--- src/rtl/add1_rr_sched_pkg.sv ---
// Shared FSM encodings and default sizing for the round-robin add-one scheduler.
package add1_rr_sched_pkg;

    typedef enum logic [1:0] {
        S_IDLE  = 2'd0,
        S_EXEC  = 2'd1,
        S_VALID = 2'd2
    } state_t;

    localparam int WL_DEF   = 8;
    localparam int NREQ_DEF = 4;
    localparam int IDW_DEF  = 2;

endpackage

--- src/rtl/add1_rr_sched_rr_pick.sv ---
// Combinational round-robin picker: first set request at or after ptr, wrapping modulo NREQ.
module rr_pick #(
    parameter int NREQ = 4,
    parameter int IDW  = 2
) (
    input  logic [NREQ-1:0] req,
    input  logic [IDW-1:0]  ptr,
    output logic [NREQ-1:0] gnt,
    output logic [IDW-1:0]  idx,
    output logic            any
);

    int j;

    always_comb begin
        gnt = '0;
        idx = '0;
        any = 1'b0;
        j   = 0;
        for (int i = 0; i < NREQ; i++) begin
            j = int'(ptr) + i;
            if (j >= NREQ) j = j - NREQ;
            if (!any && req[j]) begin
                any    = 1'b1;
                idx    = IDW'(j);
                gnt[j] = 1'b1;
            end
        end
    end

endmodule

--- src/rtl/add1_rr_sched.sv ---
// Round-robin scheduler sharing one signed add-one datapath among NREQ requesters.
// Define ADD1_SCHED_SAT_EN to saturate at the max positive value instead of wrapping.
module add1_rr_sched
    import add1_rr_sched_pkg::*;
#(
    parameter int WL   = WL_DEF,
    parameter int NREQ = NREQ_DEF,
    parameter int IDW  = IDW_DEF
) (
    input  logic                 I_CLK,
    input  logic                 I_RST,
    input  logic [NREQ-1:0]      I_REQ,
    input  logic [NREQ*WL-1:0]   I_DATA,
    output logic [NREQ-1:0]      O_GNT,
    output logic                 O_VLD,
    output logic [IDW-1:0]       O_ID,
    output logic signed [WL-1:0] O_DATA,
    input  logic                 I_RDY
);

    localparam logic [IDW-1:0] LAST_IDX = IDW'(NREQ - 1);

    function automatic logic signed [WL-1:0] inc_sat(input logic signed [WL-1:0] a);
        logic signed [WL-1:0] one;
        one = {{(WL-1){1'b0}}, 1'b1};
`ifdef ADD1_SCHED_SAT_EN
        if (a == {1'b0, {(WL-1){1'b1}}}) return a;
`endif
        return a + one;
    endfunction

    state_t               state;
    logic [IDW-1:0]       ptr;
    logic [NREQ-1:0]      pick_gnt;
    logic [IDW-1:0]       pick_idx;
    logic                 pick_any;
    logic                 start;
    logic signed [WL-1:0] sel_data;
    logic signed [WL-1:0] opnd_p0;
    logic [IDW-1:0]       id_p0;

    rr_pick #(.NREQ(NREQ), .IDW(IDW)) u_rr_pick (
        .req (I_REQ),
        .ptr (ptr),
        .gnt (pick_gnt),
        .idx (pick_idx),
        .any (pick_any)
    );

    assign sel_data = I_DATA[pick_idx*WL +: WL];
    // A grant can start from idle, or from a result being drained this same edge.
    assign start = pick_any && ((state == S_IDLE) || (state == S_VALID && I_RDY));

    always_ff @(posedge I_CLK or posedge I_RST) begin
        if (I_RST) begin
            state  <= S_IDLE;
            ptr    <= '0;
            O_GNT  <= '0;
            O_VLD  <= 1'b0;
            O_ID   <= '0;
            O_DATA <= '0;
        end else begin
            O_GNT <= '0;
            case (state)
                S_IDLE: begin
                    if (start) state <= S_EXEC;
                end
                S_EXEC: begin
                    O_DATA <= inc_sat(opnd_p0);
                    O_ID   <= id_p0;
                    O_VLD  <= 1'b1;
                    state  <= S_VALID;
                end
                S_VALID: begin
                    if (I_RDY) begin
                        O_VLD <= 1'b0;
                        state <= start ? S_EXEC : S_IDLE;
                    end
                end
                default: state <= S_IDLE;
            endcase
            if (start) begin
                O_GNT <= pick_gnt;
                ptr   <= (pick_idx == LAST_IDX) ? '0 : pick_idx + 1'b1;
            end
        end
    end

    // p0: operand and tag captured at grant time
    always_ff @(posedge I_CLK) begin
        if (start) begin
            opnd_p0 <= sel_data;
            id_p0   <= pick_idx;
        end
    end

endmodule

--- config.mk ---
export PLATFORM = sky130hd
export DESIGN_NAME = add1_rr_sched
export DESIGN_NICKNAME = d
export VERILOG_FILES = /design/src/rtl/add1_rr_sched_pkg.sv /design/src/rtl/add1_rr_sched_rr_pick.sv /design/src/rtl/add1_rr_sched.sv
export SDC_FILE = /design/constraint.sdc
export NUM_CORES = 1
export LEC_CHECK = 0
export ABC_AREA = 0
export CAP_MARGIN = 20
export CELL_PAD_IN_SITES_DETAIL_PLACEMENT = 0
export CELL_PAD_IN_SITES_GLOBAL_PLACEMENT = 2
export CORE_MARGIN = 10
export CORE_UTILIZATION = 30
export DETAILED_ROUTE_END_ITERATION = 10
export PLACE_DENSITY_LB_ADDON = 0.1
export SLEW_MARGIN = 40
export SYNTH_ARGS = -nofsm -noshare
export SYNTH_HDL_FRONTEND = slang
export SYNTH_SLANG_ARGS = --single-unit
--- constraint.sdc ---
create_clock -name I_CLK -period 3.15 [get_ports I_CLK]
set_input_delay 0.315 -clock I_CLK [delete_from_list [all_inputs] [get_ports I_CLK]]
set_output_delay 0.315 -clock I_CLK [all_outputs]
set_load 0.01 [all_outputs]
==> impl_metrics.sql, run 1 <==
INSERT INTO impl_metrics (metric_group, metric, value, unit) VALUES
('yosys', 'synthDistinctLibCells', '44', ''),
('yosys', 'synth_cells', '165', ''),
('clock_tree', 'cts_max_path_buffers', '2', ''),
('timing', 'max_freq', '0.366', 'GHz'),
('floorplanning', 'die_w', '99.1', 'µm'),
('power_and_ir_drop', 'p_seq_frac', '0.293', ''),
('yosys', 'dominantRegCellSynth', 'dfrtp_1', ''),
('setup_path', 'reg_to_reg_critical_path_endpoint', 'opnd_p0[4]', ''),
('placed_design', 'placedInstanceArea', '0.00244', 'mm²'),
('setup_path', 'worstPathCellList', 'inv_1 > ha_1 > mux4_2 > nand2b_1 > nand3_2 > o21ai_1 > buf_4 > mux2i_1', ''),
('detailed_routing', 'antenna_left', '0', ''),
('timing', 'setup_viol_count_final', '0', ''),
('clock_tree', 'worst_setup_hold_path_clk_slew', '60', 'ps'),
('final_layout', 'insertedDiodeCount', '0', ''),
('detailed_routing', 'remaining_drc_errors', '0', ''),
('power_and_ir_drop', 'power_switching_share', '0.375', ''),
('detailed_routing', 'viasPerCell', '4.91', ''),
('outcome', 'run_status', 'complete, no violations', ''),
('yosys', 'syn-mean-instance-area', '11.4', 'µm²'),
('setup_path', 'critPathBufInv', '2', ''),
('power_and_ir_drop', 'power.switching', '0.966', 'mW'),
('placed_design', 'place_ws', '437', 'ps'),
('clock_tree', 'clock-root-buffer', 'clkbuf_8', ''),
('final_layout', 'area_growth_syn_to_layout', '36.0', '%'),
('timing', 'fin_skew', '5.99', 'ps'),
('power_and_ir_drop', 'irDropWorstVdd', '341', 'µV'),
('setup_path', 'worst_setup_path_endpoint', 'opnd_p0[4]', ''),
('timing', 'post-route-worst-setup-slack', '421', 'ps'),
('job', 'timing.max_cap.violations', '0', ''),
('detailed_routing', 'dr_total_vias', '1447', ''),
('clock_tree', 'clock_tree.htree_level_count', '2', ''),
('detailed_routing', 'drt_pass1_iterations', '4', ''),
('global_routing', 'first_pass_grt_wire_length', '7270', 'µm'),
('timing', 'finalCritPeriodShare', '0.866', ''),
('final_layout', 'post_route_cells_drive_above_1_share', '0.118', ''),
('yosys', 'yosys_warns', '0', ''),
('global_routing', 'grtUsageTotal', '0.0896', ''),
('placed_design', 'io_buffers', '53', ''),
('clock_tree', 'clk-insertion-delay-late', '280', 'ps'),
('setup_path', 'endpoint_class_of_the_critical_path', 'register', ''),
('setup_path', 'worstPathMaxFanout', '9', ''),
('power_and_ir_drop', 'power_leakage', '1.05', 'nW'),
('clock_tree', 'cts_hold_buf', '0', ''),
('setup_path', 'worstRegToRegCells', '8', ''),
('final_layout', 'finalNetCount', '263', ''),
('power_and_ir_drop', 'power_frac_clock', '0.141', ''),
('yosys', 'synth.ff_latch_count', '29', ''),
('timing', 'final-max-slew-violation-count', '0', ''),
('setup_path', 'crit-reg2reg-launch', 'ptr[1]', ''),
('global_routing', 'grt-ovfl-total', '0', ''),
('yosys', 'syn_area', '0.00188', 'mm²'),
('final_layout', 'final_cell_area', '0.00255', 'mm²'),
('setup_path', 'timing.setup.critical_path_class', 'reg2reg', ''),
('timing', 'timing_worst_slew_pin_value', '724', 'ps'),
('setup_path', 'timing.critical_path.arrival', '2840', 'ps'),
('timing', 'finalHoldViolCount', '0', ''),
('detailed_routing', 'post_drt_wl_per_cell', '14.7', 'µm'),
('setup_path', 'worst_path_largest_cell_delay', '620', 'ps'),
('detailed_routing', 'routed_wl', '4330', 'µm'),
('global_routing', 'number_of_antenna_violations_at_the_first_check_in_global_routing', '0', ''),
('final_layout', 'layout.cells.most_common', 'clkdlybuf4s50_1', ''),
('setup_path', 'critical_path.startpoint_type', 'register', ''),
('floorplanning', 'die_height', '99.1', 'µm'),
('setup_path', 'slowest_stage', 'mux4_2', ''),
('setup_path', 'cp_num_cells', '8', ''),
('timing', 'finalWorstPathRequiredPeriod', '2730', 'ps'),
('yosys', 'syn_nets', '209', ''),
('setup_path', 'worst_path_dominant_cell_family', 'multiplexers', ''),
('global_routing', 'grt_pass1_vias', '1472', ''),
('floorplanning', 'initial_core_util', '0.313', ''),
('placed_design', 'detailedPlacementHpwl', '3520', 'µm');
routing by layer:
layer  global-route usage  share of wire
met1                0.125           0.50
met2                0.119           0.41
met3               0.0342          0.079
met4               0.0364          0.012
met5                    0              0
registers in the layout, indices dropped and copies added, names as in the netlist:
signal	cells
O_GNT	4
ptr	2
O_DATA	8
id_p0	2
O_ID	2
state	2
opnd_p0	8
O_VLD	1
worst min path at each step:
stage                   from         to  slack, ps
detailed placement  state[1]      O_VLD        450
floorplan              I_RST  O_DATA[0]        270
CTS                 state[1]      O_VLD        460
finish                 I_RST   state[0]        460
global route        state[1]      O_VLD        500
global placement    state[1]      O_VLD        440
logic make-up (layout without fill, tap and decap cells):
| group | count (synthesis) | after routing | share of synthesized area |
|---|---|---|---|
| flip-flops | 29 | 29 | 0.414 |
| XOR/XNOR | 7 | 7 | 0.0327 |
| adder cells (fa/ha/maj) | 5 | 5 | 0.0334 |
| multiplexers | 33 | 33 | 0.208 |
| buffers and inverters | 17 | 72 | 0.0587 |
| AND/OR/NAND/NOR | 41 | 41 | 0.128 |
| AO/OA/AOI/OAI | 33 | 33 | 0.125 |
area by class of cell:
cell class / count / area, µm²
Tap cell: 75 / 93.8
Clock buffer: 6 / 72.6
Multi-Input combinational cell: 119 / 990
Sequential cell: 29 / 776
Inverter: 9 / 38.8
Timing Repair Buffer: 55 / 546
Clock inverter: 2 / 33.8
Fill cell: 575 / 3440
metrics by stage:
stage                     cells  hold slack [ps]  total power [mW]   util
after floorplan             165              266              1.84      -
final                       295              459              2.57  0.426
after detailed placement    287              453              2.24  0.408
after global routing        295              497              2.79  0.426
after global placement      287              441              2.19  0.408
after CTS                   295              462              2.62  0.426
power by group through the flow:
| stage | sequential (mW) | combinational [mW] | clock, mW |
|---|---|---|---|
| after floorplan | 0.785 | 1.06 | 0 |
| after global placement | 0.756 | 1.44 | 0 |
| after detailed placement | 0.765 | 1.47 | 0 |
| after CTS | 0.759 | 1.48 | 0.375 |
| after global routing | 0.784 | 1.61 | 0.395 |
| final | 0.754 | 1.46 | 0.362 |
synthesized netlist by cell type, types with 3 or more instances:
master | instances | area [µm²]
buf_6 | 3 | 33.8
nand2_1 | 13 | 48.8
edfxtp_1 | 10 | 300
mux2_2 | 4 | 45.0
a22o_1 | 4 | 35.0
inv_1 | 8 | 30.0
xnor2_1 | 3 | 26.3
a22oi_1 | 5 | 37.5
ha_1 | 5 | 62.6
xor2_1 | 4 | 35.0
nand2b_1 | 3 | 18.8
a21oi_1 | 6 | 30.0
nand3_1 | 5 | 25.0
nor2_1 | 4 | 15.0
o21ai_0 | 10 | 50.1
mux4_2 | 3 | 67.6
dfrtp_1 | 19 | 475
mux2i_1 | 24 | 240
No activity file was read; power rests on OpenSTA's default activity.
==> inputs of run 2 (changes only) <==
CORE_UTILIZATION = 32   (was 30)
clock period = 3.4 ns   (was 3.15 ns; I/O delays follow)
==> impl_metrics.sql, run 2 (same netlist as run 1, synthesis figures left out) <==
INSERT INTO impl_metrics (metric_group, metric, value, unit) VALUES
('setup_path', 'endpoint_class_of_the_critical_path', 'register', ''),
('setup_path', 'critPathBufInv', '3', ''),
('min_path', 'hold_path.class', 'reg2reg', ''),
('min_path', 'hold_start', 'state[1]', ''),
('floorplanning', 'die_w', '96.6', 'µm'),
('clock_tree', 'cts_hold_buf', '0', ''),
('timing', 'finalWorstPathRequiredPeriod', '2760', 'ps'),
('setup_path', 'critPathLaunch', 'ptr[0]', ''),
('timing', 'slew-limit-headroom', '0.525', ''),
('outcome', 'run_status', 'complete, no violations', ''),
('power_and_ir_drop', 'p_seq_frac', '0.301', ''),
('timing', 'setup_viol_count_final', '0', ''),
('placed_design', 'place_ws', '663', 'ps'),
('detailed_routing', 'm1WireLength', '1900', 'µm'),
('floorplanning', 'coreArea', '0.00561', 'mm²'),
('power_and_ir_drop', 'power.switching', '0.886', 'mW'),
('global_routing', 'grt-ovfl-total', '0', ''),
('global_routing', 'grtUsageTotal', '0.0925', ''),
('global_routing', 'first_pass_grt_wire_length', '6820', 'µm'),
('global_routing', 'number_of_antenna_violations_at_the_first_check_in_global_routing', '0', ''),
('final_layout', 'area_growth_syn_to_layout', '34.7', '%'),
('detailed_routing', 'viasPerCell', '4.83', ''),
('timing', 'final-max-slew-violation-count', '0', ''),
('floorplanning', 'initial_core_util', '0.334', ''),
('power_and_ir_drop', 'power_switching_share', '0.385', ''),
('detailed_routing', 'met3_length', '432', 'µm'),
('detailed_routing', 'highest_layer', 'met4', ''),
('setup_path', 'worstPathCellList', 'buf_4 > inv_1 > ha_1 > mux4_2 > nand2b_1 > nand3_2 > o21ai_1 > buf_4 > mux2i_1', ''),
('timing', 'timing_worst_slew_pin_value', '712', 'ps'),
('clock_tree', 'clock_tree.htree_level_count', '2', ''),
('floorplanning', 'die_height', '96.6', 'µm'),
('power_and_ir_drop', 'comb_power_share', '0.583', ''),
('setup_path', 'critical_path.most_common_cell', 'buf_4', ''),
('timing', 'max_freq', '0.362', 'GHz'),
('power_and_ir_drop', 'irDropWorstVdd', '289', 'µV'),
('final_layout', 'insertedDiodeCount', '0', ''),
('clock_tree', 'clock-root-buffer', 'clkbuf_8', ''),
('clock_tree', 'number_of_clock_buffers_inserted_by_tritoncts', '5', ''),
('clock_tree', 'clock_sinks', '29', ''),
('timing', 'setup-tns-final', '0', 'ps'),
('setup_path', 'worst_path_largest_cell_delay', '620', 'ps'),
('detailed_routing', 'remaining_drc_errors', '0', ''),
('floorplanning', 'die_area', '0.00932', 'mm²'),
('setup_path', 'slowest_stage', 'mux4_2', ''),
('detailed_routing', 'routed_wl', '4020', 'µm'),
('timing', 'finalCritPeriodShare', '0.813', ''),
('power_and_ir_drop', 'power.density', '911', 'mW/mm²'),
('clock_tree', 'cts_resized', '0', ''),
('placed_design', 'detailedPlacementHpwl', '3300', 'µm'),
('setup_path', 'worstPathMaxFanout', '18', ''),
('floorplanning', 'placement_rows', '27', ''),
('power_and_ir_drop', 'power_frac_clock', '0.116', ''),
('setup_path', 'regToRegSetupSlack', '640', 'ps'),
('final_layout', 'layout_top_registers', 'O_DATA (8), opnd_p0 (8), O_GNT (4)', ''),
('setup_path', 'critical_path.startpoint_type', 'register', ''),
('final_layout', 'fillerInstances', '548', ''),
('power_and_ir_drop', 'internal_power', '1.41', 'mW'),
('final_layout', 'finalNetCount', '263', ''),
('power_and_ir_drop', 'power_leakage', '1.04', 'nW'),
('clock_tree', 'cts_max_path_buffers', '2', ''),
('final_layout', 'final_core_util', '0.450', ''),
('timing', 'post-route-worst-setup-slack', '637', 'ps'),
('final_layout', 'highest_count_cells_in_the_layout_ignoring_fill_and_taps', 'clkdlybuf4s50_1 (53), mux2i_1 (24), dfrtp_1 (19)', ''),
('detailed_routing', 'dr.first_iter.drc_count', '35', ''),
('detailed_routing', 'post_drt_wl_per_cell', '13.8', 'µm'),
('detailed_routing', 'dr_total_vias', '1411', ''),
('final_layout', 'layout.cells.most_common', 'clkdlybuf4s50_1', ''),
('job', 'timing.max_cap.violations', '0', ''),
('global_routing', 'grt_start_max_net_pins', '20', ''),
('detailed_routing', 'antenna_left', '0', ''),
('global_routing', 'grt_pass1_vias', '1453', ''),
('setup_path', 'worst_path_dominant_cell_family', 'multiplexers', ''),
('setup_path', 'critical_path_rt', '3490', 'ps'),
('placed_design', 'io_buffers', '53', ''),
('clock_tree', 'tritoncts', 'done', ''),
('clock_tree', 'worst_setup_hold_path_clk_slew', '60', 'ps'),
('final_layout', 'post_route_cells_drive_above_1_share', '0.127', ''),
('floorplanning', 'boundary_pin_count', '54', ''),
('setup_path', 'timing.critical_path.arrival', '2860', 'ps'),
('clock_tree', 'post-cts-setup-buffer-count', '0', ''),
('setup_path', 'crit-reg2reg-launch', 'ptr[0]', ''),
('clock_tree', 'clk-insertion-delay-late', '270', 'ps'),
('placed_design', 'gp_routability_congestion', '0.766', ''),
('detailed_routing', 'routed-wl-met2', '1620', 'µm'),
('detailed_routing', 'drt_pass1_iterations', '6', ''),
('setup_path', 'timing.setup.critical_path_class', 'reg2reg', ''),
('timing', 'setup_repair_after_global_routing_missed_its_margin', 'no', ''),
('timing', 'fin_skew', '5.07', 'ps'),
('timing', 'finalHoldViolCount', '0', '');
==> run 2: power groups by stage <==
stage / Combinational, mW / Sequential, mW / Clock, mW
after CTS: 1.37 / 0.696 / 0.274
after global placement: 1.32 / 0.698 / 0
after floorplan: 0.981 / 0.728 / 0
after detailed placement: 1.36 / 0.703 / 0
final: 1.34 / 0.692 / 0.266
after global routing: 1.50 / 0.722 / 0.294
==> run 2: metrics by stage <==
| stage | total power, mW | instances | area [µm²] | hold slack, ps |
|---|---|---|---|---|
| after floorplan | 1.71 | 165 | 1880 | 291 |
| after global placement | 2.02 | 284 | 2440 | 443 |
| after detailed placement | 2.07 | 284 | 2440 | 466 |
| after CTS | 2.34 | 292 | 2530 | 476 |
| after global routing | 2.51 | 292 | 2530 | 496 |
| final | 2.30 | 292 | 2530 | 469 |
==> run 2: final timing paths <==
kind                               to  depth (start not counted)
max                        opnd_p0[6]                          9
min reg2reg                     O_VLD                          1
max in group asynchronous   O_DATA[0]                          2
min in group asynchronous    state[0]                          2
min                             O_VLD                          1
max reg2reg                opnd_p0[6]                          9
==> run 2: cell type report <==
type,instances,area [µm²],share of cell area
clock buffers,5,68.8,0.0272
flip-flops and latches,29,776,0.307
inverters,9,38.8,0.0154
multi-input cells,119,990,0.392
clock inverters,3,17.5,0.00693
repair buffers,55,546,0.216
well taps,72,90.1,0.0357
==> run 2: metal layers <==
metal | track usage | up-vias
li1 | - | 718
met1 | 0.119 | 640
met2 | 0.129 | 47
met3 | 0.0416 | 6
met4 | 0.0436 | 0
met5 | 0 | -
==> run 2: worst reg2reg max path: stages (launching register included) <==
cell      delay [ps]
dfrtp_1          320
buf_4            220
inv_1            120
ha_1             450
mux4_2           620
nand2b_1         120
nand3_2          100
o21ai_1          150
buf_4            210
mux2i_1          270
==> inputs of run 3 (changes only) <==
CORE_UTILIZATION = 27   (was 32)
clock period = 2.4 ns   (was 3.4 ns; I/O delays follow)
==> impl_metrics.sql, run 3 (same netlist as run 1, synthesis figures left out) <==
INSERT INTO impl_metrics (metric_group, metric, value, unit) VALUES
('power_and_ir_drop', 'power_leakage', '1.05', 'nW'),
('floorplanning', 'die_height', '103', 'µm'),
('placed_design', 'detailedPlacementHpwl', '3550', 'µm'),
('detailed_routing', 'viasPerCell', '4.67', ''),
('setup_path', 'worstRegToRegCells', '8', ''),
('clock_tree', 'clock-root-buffer', 'clkbuf_8', ''),
('clock_tree', 'number_of_clock_buffers_inserted_by_tritoncts', '5', ''),
('setup_path', 'slowest_stage', 'mux4_2', ''),
('timing', 'timing_worst_slew_pin_value', '668', 'ps'),
('power_and_ir_drop', 'power.density', '1320', 'mW/mm²'),
('placed_design', 'io_buffers', '53', ''),
('setup_path', 'reg_to_reg_critical_path_endpoint', 'opnd_p0[5]', ''),
('final_layout', 'layout_top_registers', 'O_DATA (8), opnd_p0 (8), O_GNT (4)', ''),
('timing', 'final-max-slew-violation-count', '0', ''),
('timing', 'setup-tns-final', '0', 'ps'),
('global_routing', 'grt_pass1_vias', '1475', ''),
('global_routing', 'grt-ovfl-total', '0', ''),
('setup_path', 'critical_path_rt', '2510', 'ps'),
('setup_path', 'endpoint_class_of_the_critical_path', 'register', ''),
('clock_tree', 'cts_max_path_buffers', '2', ''),
('timing', 'setup_viol_count_final', '0', ''),
('setup_path', 'timing.setup.critical_path_class', 'reg2reg', ''),
('final_layout', 'highest_count_cells_in_the_layout_ignoring_fill_and_taps', 'clkdlybuf4s50_1 (53), mux2i_1 (24), dfrtp_1 (19)', ''),
('setup_path', 'worstPathCellList', 'inv_1 > ha_4 > mux4_2 > nand2b_1 > nand3_2 > o21ai_2 > buf_12 > mux2i_1', ''),
('setup_path', 'critical_path.startpoint_type', 'register', ''),
('clock_tree', 'worst_setup_hold_path_clk_slew', '60', 'ps'),
('global_routing', 'grt_start_max_net_pins', '20', ''),
('setup_path', 'crit-reg2reg-launch', 'ptr[1]', ''),
('detailed_routing', 'dr.first_iter.drc_count', '35', ''),
('placed_design', 'gp_routability_congestion', '0.750', ''),
('floorplanning', 'placement_rows', '30', ''),
('clock_tree', 'cts_resized', '0', ''),
('detailed_routing', 'dr_total_vias', '1414', ''),
('timing', 'max_freq', '0.449', 'GHz'),
('setup_path', 'critPathLaunch', 'ptr[1]', ''),
('setup_path', 'worstPathMaxFanout', '9', ''),
('setup_path', 'critPathBufInv', '2', ''),
('final_layout', 'finalNetCount', '266', ''),
('clock_tree', 'cts_hold_buf', '0', ''),
('setup_path', 'timing.critical_path.arrival', '2330', 'ps'),
('floorplanning', 'die_w', '103', 'µm'),
('detailed_routing', 'routed_wl', '4330', 'µm'),
('detailed_routing', 'antenna_left', '0', ''),
('setup_path', 'worst_path_dominant_cell_family', 'multiplexers', ''),
('job', 'timing.max_cap.violations', '0', ''),
('final_layout', 'layout.cells.most_common', 'clkdlybuf4s50_1', ''),
('clock_tree', 'tritoncts', 'done', ''),
('floorplanning', 'initial_core_util', '0.278', ''),
('setup_path', 'worst_setup_path_endpoint', 'opnd_p0[5]', ''),
('power_and_ir_drop', 'irDropWorstVdd', '403', 'µV'),
('clock_tree', 'post-cts-setup-buffer-count', '0', ''),
('global_routing', 'grtUsageTotal', '0.0822', ''),
('power_and_ir_drop', 'report.power.total', '3.41', 'mW'),
('floorplanning', 'coreArea', '0.00676', 'mm²'),
('final_layout', 'post_route_cells_drive_above_1_share', '0.143', ''),
('setup_path', 'cp_num_cells', '8', ''),
('clock_tree', 'clock_tree.htree_level_count', '2', ''),
('timing', 'fin_skew', '4.54', 'ps'),
('global_routing', 'number_of_antenna_violations_at_the_first_check_in_global_routing', '0', ''),
('timing', 'slew-limit-headroom', '0.552', ''),
('outcome', 'run_status', 'complete, no violations', ''),
('global_routing', 'first_pass_grt_wire_length', '6980', 'µm'),
('min_path', 'hold_path.class', 'in2async', ''),
('timing', 'finalCritPeriodShare', '0.928', ''),
('timing', 'finalWorstPathRequiredPeriod', '2230', 'ps'),
('clock_tree', 'clock_sinks', '29', ''),
('final_layout', 'area_growth_syn_to_layout', '37.7', '%'),
('timing', 'setup_repair_after_global_routing_missed_its_margin', 'no', ''),
('setup_path', 'regToRegSetupSlack', '170', 'ps'),
('floorplanning', 'die_area', '0.0107', 'mm²'),
('floorplanning', 'boundary_pin_count', '54', ''),
('detailed_routing', 'post_drt_wl_per_cell', '14.3', 'µm'),
('detailed_routing', 'drt_pass1_iterations', '4', ''),
('final_layout', 'insertedDiodeCount', '0', ''),
('detailed_routing', 'remaining_drc_errors', '0', ''),
('setup_path', 'worst_path_largest_cell_delay', '540', 'ps'),
('timing', 'finalHoldViolCount', '0', ''),
('clock_tree', 'clk-insertion-delay-late', '270', 'ps');
## run 3: cell count changes in the layout (fill, tap and decap cells not counted)
cell / delta
o21ai_1: -1
ha_4: +1
buf_4: +2
o21ai_2: +1
clkinvlp_4: -1
ha_1: -1
buf_12: +1
inv_1: -2
clkinv_1: +3
inv_2: +1
clkinv_2: -1
## run 3: worst min path at each step
stage | start | endpoint | slack [ps] | depth (start not counted)
after global placement | state[1] | O_VLD | 440 | 1
after detailed placement | state[1] | O_VLD | 450 | 1
final | I_RST | O_DATA[2] | 300 | 2
after floorplan | I_RST | O_DATA[0] | 190 | 1
after CTS | I_RST | O_DATA[2] | 420 | 2
after global routing | I_RST | O_DATA[1] | 350 | 2
## run 3: routing by layer
metal  up-vias  share of wire  GRT usage
li1        722              -          -
met1       638           0.50      0.111
met2        50           0.40      0.115
met3         4          0.090     0.0332
met4         0          0.012     0.0289
met5         -              0          0
## run 3: through the flow
stage          cells  hold slack, ps  setup WS, ps   util  area (µm²)
6_report         303             296           172  0.382        2580
4_1_cts          303             419           155  0.382        2580
3_5_place_dp     295             449          57.5  0.370        2500
5_1_grt          303             348          37.4  0.382        2580
3_3_place_gp     295             442          87.4  0.370        2500
2_1_floorplan    165             191          39.1      -        1890
## run 3: final cells by class
cell class                 instances  area [µm²]
inverter                           9        38.8
clock inverter                     3        12.5
sequential                        29         776
tap                               80         100
timing repair buffer              58         581
multi-input combinational        119        1010
fill                             669        4170
clock buffer                       5        68.8
## run 3: report_power, final
group          total, mW  internal, mW  leakage [nW]  switching [mW]
Clock              0.365         0.194        0.0430           0.170
Sequential         0.982         0.837         0.332           0.145
Combinational       2.06          1.08         0.680           0.983
